### src/rtl/ulpi_reg_arb.sv
// Round-robin arbiter and link-side sequencer for ULPI PHY register reads/writes
// issued by N_REQ internal requesters; all outputs are registered.
module ulpi_reg_arb #(
    parameter int N_REQ   = 2,
    parameter int TIMEOUT = 64
) (
    input  logic               i_clk,
    input  logic               i_rst,
    input  logic [N_REQ-1:0]   i_req,
    input  logic [N_REQ-1:0]   i_we,
    input  logic [N_REQ*6-1:0] i_addr,
    input  logic [N_REQ*8-1:0] i_wdata,
    output logic [N_REQ-1:0]   o_gnt,
    output logic [N_REQ-1:0]   o_done,
    output logic               o_err,
    output logic [7:0]         o_rdata,
    output logic               o_busy,
    input  logic               i_dir,
    input  logic               i_nxt,
    input  logic [7:0]         i_data,
    output logic [7:0]         o_data,
    output logic               o_stp
);
    localparam int IW = (N_REQ > 1) ? $clog2(N_REQ) : 1;
    localparam int CW = (TIMEOUT > 2) ? $clog2(TIMEOUT) : 1;
    localparam logic [CW-1:0] TO_LAST = CW'(TIMEOUT - 1);

    typedef enum logic [3:0] {
        IDLE, TXCMD, WDATA, STP, RD_TURN, RD_DATA, RD_TURN2, RETRY, DONE
    } state_t;

    state_t          state_q, state_d;
    logic [IW-1:0]   rr_q, rr_d;
    logic [CW-1:0]   cnt_q, cnt_d;
    logic [7:0]      data_q, data_d;
    logic            stp_q, stp_d;
    logic [N_REQ-1:0] gnt_q, gnt_d;
    logic [N_REQ-1:0] done_q, done_d;
    logic            err_q, err_d;
    logic [7:0]      rdata_q, rdata_d;
    logic            busy_q, busy_d;

    logic [IW-1:0]   own_q, own_d;
    logic            we_q, we_d;
    logic [7:0]      cmd_q, cmd_d;
    logic [7:0]      wdata_q, wdata_d;
    logic [7:0]      rdbuf_q, rdbuf_d;

    logic [5:0]      addr_arr  [N_REQ];
    logic [7:0]      wdata_arr [N_REQ];
    logic [IW-1:0]   sel_idx;
    logic            sel_vld;
    logic            counting;

    function automatic logic [IW-1:0] wrap_idx(input logic [IW-1:0] base, input int off);
        int s;
        s = (int'(base) + off) % N_REQ;
        return IW'(s);
    endfunction

    always_comb begin
        for (int k = 0; k < N_REQ; k++) begin
            addr_arr[k]  = i_addr[6*k +: 6];
            wdata_arr[k] = i_wdata[8*k +: 8];
        end
    end

    // Scanning downward lets the lowest offset from the pointer win.
    always_comb begin
        sel_idx = '0;
        sel_vld = 1'b0;
        for (int i = N_REQ - 1; i >= 0; i--) begin
            if (i_req[wrap_idx(rr_q, i)]) begin
                sel_idx = wrap_idx(rr_q, i);
                sel_vld = 1'b1;
            end
        end
    end

    assign counting = state_q inside {TXCMD, WDATA, RD_TURN, RD_DATA, RD_TURN2, RETRY};

    always_comb begin
        state_d = state_q;
        rr_d    = rr_q;
        cnt_d   = cnt_q;
        data_d  = data_q;
        stp_d   = 1'b0;
        gnt_d   = '0;
        done_d  = '0;
        err_d   = 1'b0;
        rdata_d = rdata_q;
        own_d   = own_q;
        we_d    = we_q;
        cmd_d   = cmd_q;
        wdata_d = wdata_q;
        rdbuf_d = rdbuf_q;

        if (counting && cnt_q == TO_LAST) begin
            state_d        = IDLE;
            done_d[own_q]  = 1'b1;
            err_d          = 1'b1;
            data_d         = '0;
            rr_d           = wrap_idx(own_q, 1);
        end else begin
            if (counting) begin
                cnt_d = cnt_q + CW'(1);
            end
            unique case (state_q)
                IDLE: begin
                    data_d = '0;
                    if (!i_dir && sel_vld) begin
                        own_d          = sel_idx;
                        we_d           = i_we[sel_idx];
                        wdata_d        = wdata_arr[sel_idx];
                        cmd_d          = {(i_we[sel_idx] ? 2'b10 : 2'b11), addr_arr[sel_idx]};
                        data_d         = {(i_we[sel_idx] ? 2'b10 : 2'b11), addr_arr[sel_idx]};
                        gnt_d[sel_idx] = 1'b1;
                        cnt_d          = '0;
                        state_d        = TXCMD;
                    end
                end
                TXCMD: begin
                    // A PHY turnaround aborts the TX CMD even when nxt is also high.
                    if (i_dir) begin
                        data_d  = '0;
                        state_d = RETRY;
                    end else if (i_nxt) begin
                        if (we_q) begin
                            data_d  = wdata_q;
                            state_d = WDATA;
                        end else begin
                            data_d  = '0;
                            state_d = RD_TURN;
                        end
                    end
                end
                WDATA: begin
                    if (i_nxt) begin
                        data_d  = '0;
                        stp_d   = 1'b1;
                        state_d = STP;
                    end
                end
                STP: begin
                    data_d  = '0;
                    state_d = DONE;
                end
                RD_TURN: begin
                    if (i_dir) begin
                        state_d = RD_DATA;
                    end
                end
                RD_DATA: begin
                    rdbuf_d = i_data;
                    state_d = RD_TURN2;
                end
                RD_TURN2: begin
                    if (!i_dir) begin
                        state_d = DONE;
                    end
                end
                RETRY: begin
                    if (!i_dir) begin
                        data_d  = cmd_q;
                        cnt_d   = '0;
                        state_d = TXCMD;
                    end
                end
                DONE: begin
                    done_d[own_q] = 1'b1;
                    if (!we_q) begin
                        rdata_d = rdbuf_q;
                    end
                    rr_d    = wrap_idx(own_q, 1);
                    state_d = IDLE;
                end
                default: begin
                    data_d  = '0;
                    state_d = IDLE;
                end
            endcase
        end

        busy_d = (state_d != IDLE);
    end

    always_ff @(posedge i_clk) begin
        if (i_rst) begin
            state_q <= IDLE;
            rr_q    <= '0;
            cnt_q   <= '0;
            data_q  <= '0;
            stp_q   <= 1'b0;
            gnt_q   <= '0;
            done_q  <= '0;
            err_q   <= 1'b0;
            rdata_q <= '0;
            busy_q  <= 1'b0;
        end else begin
            state_q <= state_d;
            rr_q    <= rr_d;
            cnt_q   <= cnt_d;
            data_q  <= data_d;
            stp_q   <= stp_d;
            gnt_q   <= gnt_d;
            done_q  <= done_d;
            err_q   <= err_d;
            rdata_q <= rdata_d;
            busy_q  <= busy_d;
        end
    end

    // Transaction operands are only meaningful once granted, so they carry no reset.
    always_ff @(posedge i_clk) begin
        own_q   <= own_d;
        we_q    <= we_d;
        cmd_q   <= cmd_d;
        wdata_q <= wdata_d;
        rdbuf_q <= rdbuf_d;
    end

    assign o_gnt   = gnt_q;
    assign o_done  = done_q;
    assign o_err   = err_q;
    assign o_rdata = rdata_q;
    assign o_busy  = busy_q;
    assign o_data  = data_q;
    assign o_stp   = stp_q;

endmodule

### config.mk
export PLATFORM = sky130hd
export DESIGN_NAME = ulpi_reg_arb
export DESIGN_NICKNAME = d
export VERILOG_FILES = /design/src/rtl/ulpi_reg_arb.sv
export SDC_FILE = /design/constraint.sdc
export NUM_CORES = 1
export LEC_CHECK = 0
export ABC_AREA = 1
export BUFFER_PORTS_ARGS = -buffer_cell sky130_fd_sc_hd__buf_4
export CORE_MARGIN = 3
export CORE_UTILIZATION = 30
export CTS_CLUSTER_SIZE = 40
export DETAILED_ROUTE_END_ITERATION = 12
export SLEW_MARGIN = 20
export SYNTH_ARGS = -nofsm -noshare
export SYNTH_HDL_FRONTEND = slang
export SYNTH_SLANG_ARGS = --single-unit
### constraint.sdc
create_clock -name i_clk -period 3.58 [get_ports i_clk]
set_input_delay 0.179 -clock i_clk [delete_from_list [all_inputs] [get_ports i_clk]]
set_output_delay 0.179 -clock i_clk [all_outputs]
set_load 0.005 [all_outputs]
==> flow_results.org, run 1 <==
** Outcome
- Status :: complete, no violations

** Power
- In this run the static leakage power is 0.00169 µW.
- IR analysis of the VDD net gives a maximum drop of 216 µV.
- In this run the power density over the cells is 526 mW/mm².

** Global routing
- The number of antenna violations at the first check in global routing is 0.
- The first global-routing pass estimated 10.3 mm of wire.
- Largest net degree at the start of global routing :: 26
- GRT Util Overall :: 0.127
- Via count of the first global-routing pass :: 2372
- Global routing finished with a remaining overflow of 0.

** Routing
- In the routed layout, each cell is associated on average with a via count of 4.43.
- Once detail routing completed, the nets flagged for antenna violations numbered 0.
- DRC :: 0
- Count of routing violations after the opening detailed-route iteration :: 88
- Total wire length :: 6.18 mm
- Detailed-route wire length per cell :: 11.4 µm
- Via count :: 2401
- Iteration count of the initial detailed-routing pass :: 4

** Floorplanning
- During I/O placement, the number of pins put on the boundary was 67.
- Starting density of the core :: 0.316
- The floorplan step defined a die boundary enclosing 0.0105 mm².
- Site Rows :: 34
- Height of the chip :: 103 µm
- Measured along the x axis, the die boundary spans 103 µm.
- Floorplan core area :: 0.00889 mm²

** STA
- Measured against its own limit, the worst slew margin works out to 0.593.
- Timing would allow up to 0.518 GHz.
- Setup repair after global routing left no endpoint under its margin.
- Hold violation count in the final report :: 0
- Final setup slack of the worst path :: 1.65 ns
- Slew @ Worst Pin :: 0.609 ns
- Setup total negative slack on the finished layout was measured at 0 ns.
- Setup violations remaining at the end of the flow were counted as 0.
- Clock skew :: 0.0105 ns
- The max-slew violation count came to 0.
- Subtracting the final worst setup slack from the clock period gives 1.93 ns.
- Dividing the final minimum period by the clock period gives 0.540.

** Logic synthesis
- For this run, the leading register cell type out of synthesis is dfxtp_1.
- Synth Cell Area :: 0.00281 mm²
- The share of synthesized area in the top cell type comes to 0.268.
- Proportion of synthesized chip area in sequential cells :: 0.510
- Synth cell types :: 29
- Cell with the most instances after synthesis :: nand2_1
- Multiplexer share of the synthesized area :: 0
- The synthesized design spends more area on one cell type than any other, namely edfxtp_1.
- After synthesis, the mean cell area works out to 7.79 µm².
- For this run, the number of Yosys warnings is 0.
- Area share of fa/ha/maj cells after synthesis :: 0.00446
- Synthesized flop and latch total :: 59
- Of the total synthesized cell area, the portion taken by AND, OR, NAND and NOR gates is 0.339.
- Largest family of logic cells by synthesized area :: simple AND/OR/NAND/NOR gates
- Synthesized netlist cell count :: 360
- Synth top cells by count :: nand2_1, inv_1, nor2_1
- Async set-or-reset flop fraction in the synthesized netlist :: 0
- Counting every net in the synthesized netlist gives 405.
- Synth Area in Compound Gates :: 0.0589
- Yosys mapped a number of flops with a built-in enable equal to 25.
- Xor/xnor share of the synthesized area :: 0.00312
- Biggest area contributors in the synthesized netlist :: edfxtp_1, dfxtp_1, nand2_1, nand3_1, inv_1

** CTS
- Total clock buffers created by CTS :: 9
- Clock-pin slew was measured on the worst setup and hold paths at 0.07 ns.
- Hold repair after CTS inserted 0 buffers.
- Number of clock sinks :: 59
- The longest clock path from root to sink contains 2 buffers.
- The H-tree generated during clock tree synthesis spans 3 levels.
- The cell sitting at the root of the clock tree is a clkbuf_8.
- Buffers inserted by post-CTS timing repair :: 0
- The clock reaches the later pin of the worst-skew pair after 0.33 ns.
- CTS-repair resized insts :: 0
- TritonCTS built the clock tree.

** Worst setup path
- Kind of cell adding the most delay to the critical path :: simple AND/OR/NAND/NOR gates
- Among all stages on the critical path, the largest delay is contributed by dfxtp_1.
- STA classifies the critical path endpoint as a register.
- Crit path launch type :: register
- Counting both buffers and inverters, the worst setup path holds a total of 2.
- Data on the critical path is required at its endpoint by 3.80 ns.
- Worst EP arrival :: 2.15 ns
- Worst path max stage delay :: 0.42 ns
- Kind of critical path :: register to register
- Cell chain of the critical path :: inv_1 -> nor2_1 -> nand2_4 -> nand3_2 -> nand2_2 -> nand2_2 -> inv_1 -> nand2_1 -> nand2_1
- In this run the worst path has a maximum fanout of 13.

** Placed design
- Buffers added on ports :: 66
- Pre-CTS setup slack :: 1.49 ns
- Routability-driven placement finished with a final weighted congestion of 0.891.
- The wire-length estimate of the detail-placed layout is 4.79 mm.
- In this run the cell area measured after placement is 0.00337 mm².

** Flow run
- Number of maximum-capacitance violations :: 0

** Finish
- In the final layout, the share of cells above drive strength 1 is 0.242.
- Final instance area :: 0.00360 mm²
- Total inserted antenna cells :: 0
- FILL cells :: 914
- Compared with the post-synthesis result, the final layout area differs by 28.3%.
- The net count of the finished layout is 474.

** Worst hold path
- The min-delay analysis places its worst path in the category input pin to register.
## area by class of cell
class / instances / area, µm² / area share
inverters: 44 / 165 / 0.0459
repair buffers: 67 / 503 / 0.140
multi-input cells: 248 / 1140 / 0.317
clock buffers: 9 / 124 / 0.0344
clock inverters: 7 / 100 / 0.0278
flip-flops and latches: 59 / 1430 / 0.398
well taps: 108 / 135 / 0.0375
## metrics by stage
step / instances / power [µW] / hold slack (ns) / util
after floorplan: 360 / 1110 / 0.250 / -
after global placement: 526 / 1230 / 0.368 / 0.379
after detailed placement: 526 / 1240 / 0.365 / 0.379
after CTS: 542 / 1910 / 0.00739 / 0.404
after global routing: 542 / 2010 / 0.00336 / 0.405
final: 542 / 1890 / 0.0269 / 0.405
## path summary, 6_finish.rpt
kind | start | to | slack, ns | depth (start not counted)
setup / recovery | state_q[0]$_SDFF_PP0_ | o_busy$_SDFF_PP0_ | 1.65 | 9
hold / removal | i_data[7] | rdbuf_q[7]$_DFFE_PP_ | 0.03 | 1
setup reg to reg | state_q[0]$_SDFF_PP0_ | o_busy$_SDFF_PP0_ | 1.65 | 9
hold reg to reg | o_rdata[6]$_SDFFE_PP0P_ | o_rdata[6]$_SDFFE_PP0P_ | 0.45 | 2
## kinds of logic after synthesis
group	count (synthesis)
adders and majority gates	1
and+or+nand+nor	214
DFF	59
AOI/OAI and AO/OA	32
buffers and inverters	53
xor gates and xnor gates	1
## per-layer routing
metal / global-route usage / wire, µm / vias up
met3: 0.0460 / 432 / 2
li1: - / - / 1291
met4: 0.0505 / 21 / 0
met5: 0 / 0 / -
met1: 0.148 / 2790 / 1023
met2: 0.213 / 2940 / 85
## power breakdown
part / internal [µW] / total, µW / switching [µW] / leakage, µW
sequential: 783 / 826 / 43.3 / 0.000509
clock: 395 / 668 / 274 / 0.000102
combinational: 149 / 399 / 250 / 0.00108
## placed cells by master, fill, tap and decap left out, drive strengths merged
cell | synthesis | routed
a21oi | 18 | 18
nand4 | 7 | 7
edfxtp | 25 | 25
buf | 7 | 67
clkinv | 1 | 2
nand2 | 117 | 117
inv | 43 | 44
a31oi | 1 | 1
or2 | 1 | 1
nand3b | 2 | 2
o21ai | 13 | 13
clkinvlp | 0 | 3
nor2 | 46 | 46
nor3 | 6 | 6
dfxtp | 34 | 34
xor2 | 1 | 1
clkbuf | 2 | 9
ha | 1 | 1
bufinv | 0 | 2
nand3 | 35 | 35
## registers in the layout (all words and copies together) (netlist names)
name,cells
cmd_q,7
cnt_q,6
o_busy,1
o_data,8
o_done,2
o_err,1
o_gnt,2
o_rdata,8
o_stp,1
own_q,1
rdbuf_q,8
rr_q,1
state_q,4
wdata_q,8
we_q,1
Note: power is estimated with default switching activity, not from simulation.
==> inputs of run 2 (changes only) <==
- clock period: 3.58 -> 1.7 ns (I/O delays scaled with it)
==> run 2 against run 1 <==
Final area rose by 5.2%; clock skew fell by 0.00091 ns; critical path type unchanged; critical endpoint is now rdbuf_q[4]$_DFFE_PP_; first-iteration DRC count grew 3.4%; core utilization up 2.1 points; wire length rose by 4.3%; via count is 4.8% higher; sequential power rose by 110%.
==> flow_results.org, run 2 (synthesized netlist as in run 1, its figures left out) <==
** CTS
- Clock-pin slew of the registers on the worst-case setup and hold paths :: 0.07 ns (about the same)
- Number of clock sinks :: 59 (unchanged)
- TritonCTS built the clock tree.
- The total setup buffers inserted after CTS was 0 (unchanged).
- Total clock buffers created by CTS :: 9 (unchanged)
- Maximum level of the CTS H-tree :: 3 (unchanged)
- The number of buffers on the longest clock path was 2 (unchanged).
- Clock tree synthesis selected as its root buffer the cell clkbuf_8.
- The later-pin clock latency in the skew report was 0.34 ns (about the same).

** Worst setup path
- The critical path required time came to 1.70 ns (-2.10 ns).
- Worst EP arrival :: 1.56 ns (-0.59 ns)
- Crit path launch type :: register
- The highest net fanout along the worst path was 8 (-5).
- Setup crit end kind :: register
- The critical path in this run is classified as register to register.

** Finish
- Most common library cell in the layout ignoring fill and taps :: nand2_1
- The fraction of final layout cells sized beyond drive strength 1 came to 0.260 (+0.0185).
- FILL cells :: 902 (-1.3%)
- Highest-count cells in the layout ignoring fill and taps :: nand2_1, buf_4, inv_1
- Utilization of the core after routing :: 0.426 (+0.0213)
- Total inserted antenna cells :: 0 (unchanged)
- From synthesis to final layout, the design area changed by 35.1%.
- Number of cells in the finished layout apart from fillers :: 565 (+4.2%)
- The number of nets in the layout is 497 (+4.9%).

** Routing
- Vias per cell :: 4.45 (+0.52%)
- The vias after detailed routing came to 2516 (+4.8%).
- The number of remaining DRC errors came to 0 (unchanged).
- Final ANT Viol Nets :: 0 (unchanged)
- The per-cell routed wire length was 11.4 µm (about the same).
- The detailed router's first-iteration violation count was 91 (+3.4%).
- Total wire length :: 6.45 mm (+4.3%)
- The detailed-routing iteration count for the pre-antenna-repair pass is 4 (unchanged).

** STA
- The relative slew slack came to 0.721 (+0.128).
- The final critical-path share of the clock period came to 0.921 (+0.381).
- The worst setup margin was 0.135 ns (-1.51 ns).
- Setup repair after global routing missed its margin :: no
- Max Transition Viols Final :: 0 (unchanged)
- Slew @ Worst Pin :: 0.418 ns (-0.191 ns)
- The setup-violating endpoint count in the final report came to 0 (unchanged).
- The setup clock skew after layout is 0.00955 ns (-0.000909 ns).
- The count of final hold-check violations was 0 (unchanged).
- Final setup TNS :: 0 ns (unchanged)
- The worst hold slack across all endpoints is 0.00885 ns (-0.0181 ns).
- Maximum achievable frequency :: 0.639 GHz (+23%)
- The final critical delay including setup and external delays came to 1.57 ns (-0.366 ns).

** Global routing
- Largest net degree at the start of global routing :: 22 (-15%)
- GRT Util Overall :: 0.130 (+0.00271)
- The number of antenna violations at the first check in global routing came to 0 (unchanged).
- The via count of the first global-routing pass is 2447 (+3.2%).
- First-pass GRT wire length :: 10.5 mm (+2.6%)
- GRT Residual Overflow :: 0 (unchanged)

** Outcome
- The run finished with clean final reports.

** Power
- The power density of the placed cells is 1030 mW/mm² (+97%).
- Maximum vdd drop :: 390 µV (+80%)
- Leakage power :: 0.00178 µW (+5.8%)

** Floorplanning
- Horiz. Die Dim :: 103 µm (unchanged)
- Floorplan core area :: 0.00889 mm² (unchanged)
- The row count is 34 (unchanged).
- Total Die Area :: 0.0105 mm² (unchanged)
- The top-level port count came to 67 (unchanged).
- Starting density of the core :: 0.316 (unchanged)
- The height of the die is 103 µm (unchanged).

** Placed design
- The post-detailed-placement half-perimeter wirelength is 4.97 mm (+3.7%).
- The setup slack after placement was 0.0223 ns (-1.47 ns).
- Cells after DPL :: 539 (+2.5%)
- Final weighted congestion of routability-driven global placement :: 0.927 (+4.1%)
- The quantity of I/O buffers inserted on ports is 66 (unchanged).

** Flow run
- Number of maximum-capacitance violations :: 0 (unchanged)

** Worst hold path
- The path class of the tightest hold or removal check is input pin to register.
run 2: cell types whose count changed in the layout (fill, tap and decap cells not counted), moves of 2 or more:
cell           delta
clkbuf_1          +2
nor3_1            -2
clkinv_2          +2
buf_4            +12
dlygate4sd3_1    +10
run 2: through the flow:
stage | cell area, µm² | total power [µW]
6_report | 3790 | 3920
5_1_grt | 3790 | 4180
4_1_cts | 3780 | 3960
3_5_place_dp | 3490 | 2710
3_3_place_gp | 3490 | 2700
2_1_floorplan | 2820 | 2350
run 2: where the power goes:
group          internal (µW)  total (µW)  switching (µW)
clock                    672        1210             539
combinational            408         978             570
sequential              1650        1730            82.3
total                   2730        3920            1190
run 2: cell type report:
class                           instances  area [µm²]  area share
Inverter                               44         165      0.0436
Multi-Input combinational cell        248        1160       0.305
Clock inverter                          5        55.1      0.0145
Clock buffer                           11         131      0.0347
Sequential cell                        59        1430       0.378
Tap cell                              108         135      0.0357
Timing Repair Buffer                   90         713       0.188
run 2: worst max-delay path, cell delays in order, from the launching register on:
cell	delay, ns
dfxtp_1	0.33
ha_1	0.21
nand3_1	0.17
nor3_2	0.07
nand2_2	0.07
inv_1	0.08
nor3_4	0.30
run 2: path summary, 6_finish.rpt:
check	startpoint	to	slack, ns	cells past startpoint
setup reg to reg	cnt_q[0]$_SDFFE_PP0N_	rdbuf_q[4]$_DFFE_PP_	0.13	6
hold reg to reg	o_rdata[5]$_SDFFE_PP0P_	o_rdata[5]$_SDFFE_PP0P_	0.44	2
setup / recovery	cnt_q[0]$_SDFFE_PP0N_	rdbuf_q[4]$_DFFE_PP_	0.13	6
hold / removal	i_wdata[13]	wdata_q[5]$_DFFE_PP_	0.009	3
run 2: routing by layer:
layer	vias up	wire, µm	global-route usage
met3	16	375	0.0338
met2	86	3090	0.222
met1	1074	2800	0.149
met5	-	0	0
li1	1340	-	-
met4	0	180	0.0676
run 2: repair_timing:
action / CTS / global route
hold buffers: 10 / 0
gates resized for setup: 0 / 3
hold endpoints to repair: 13 / 0
endpoints found under the setup margin: 0 / 12
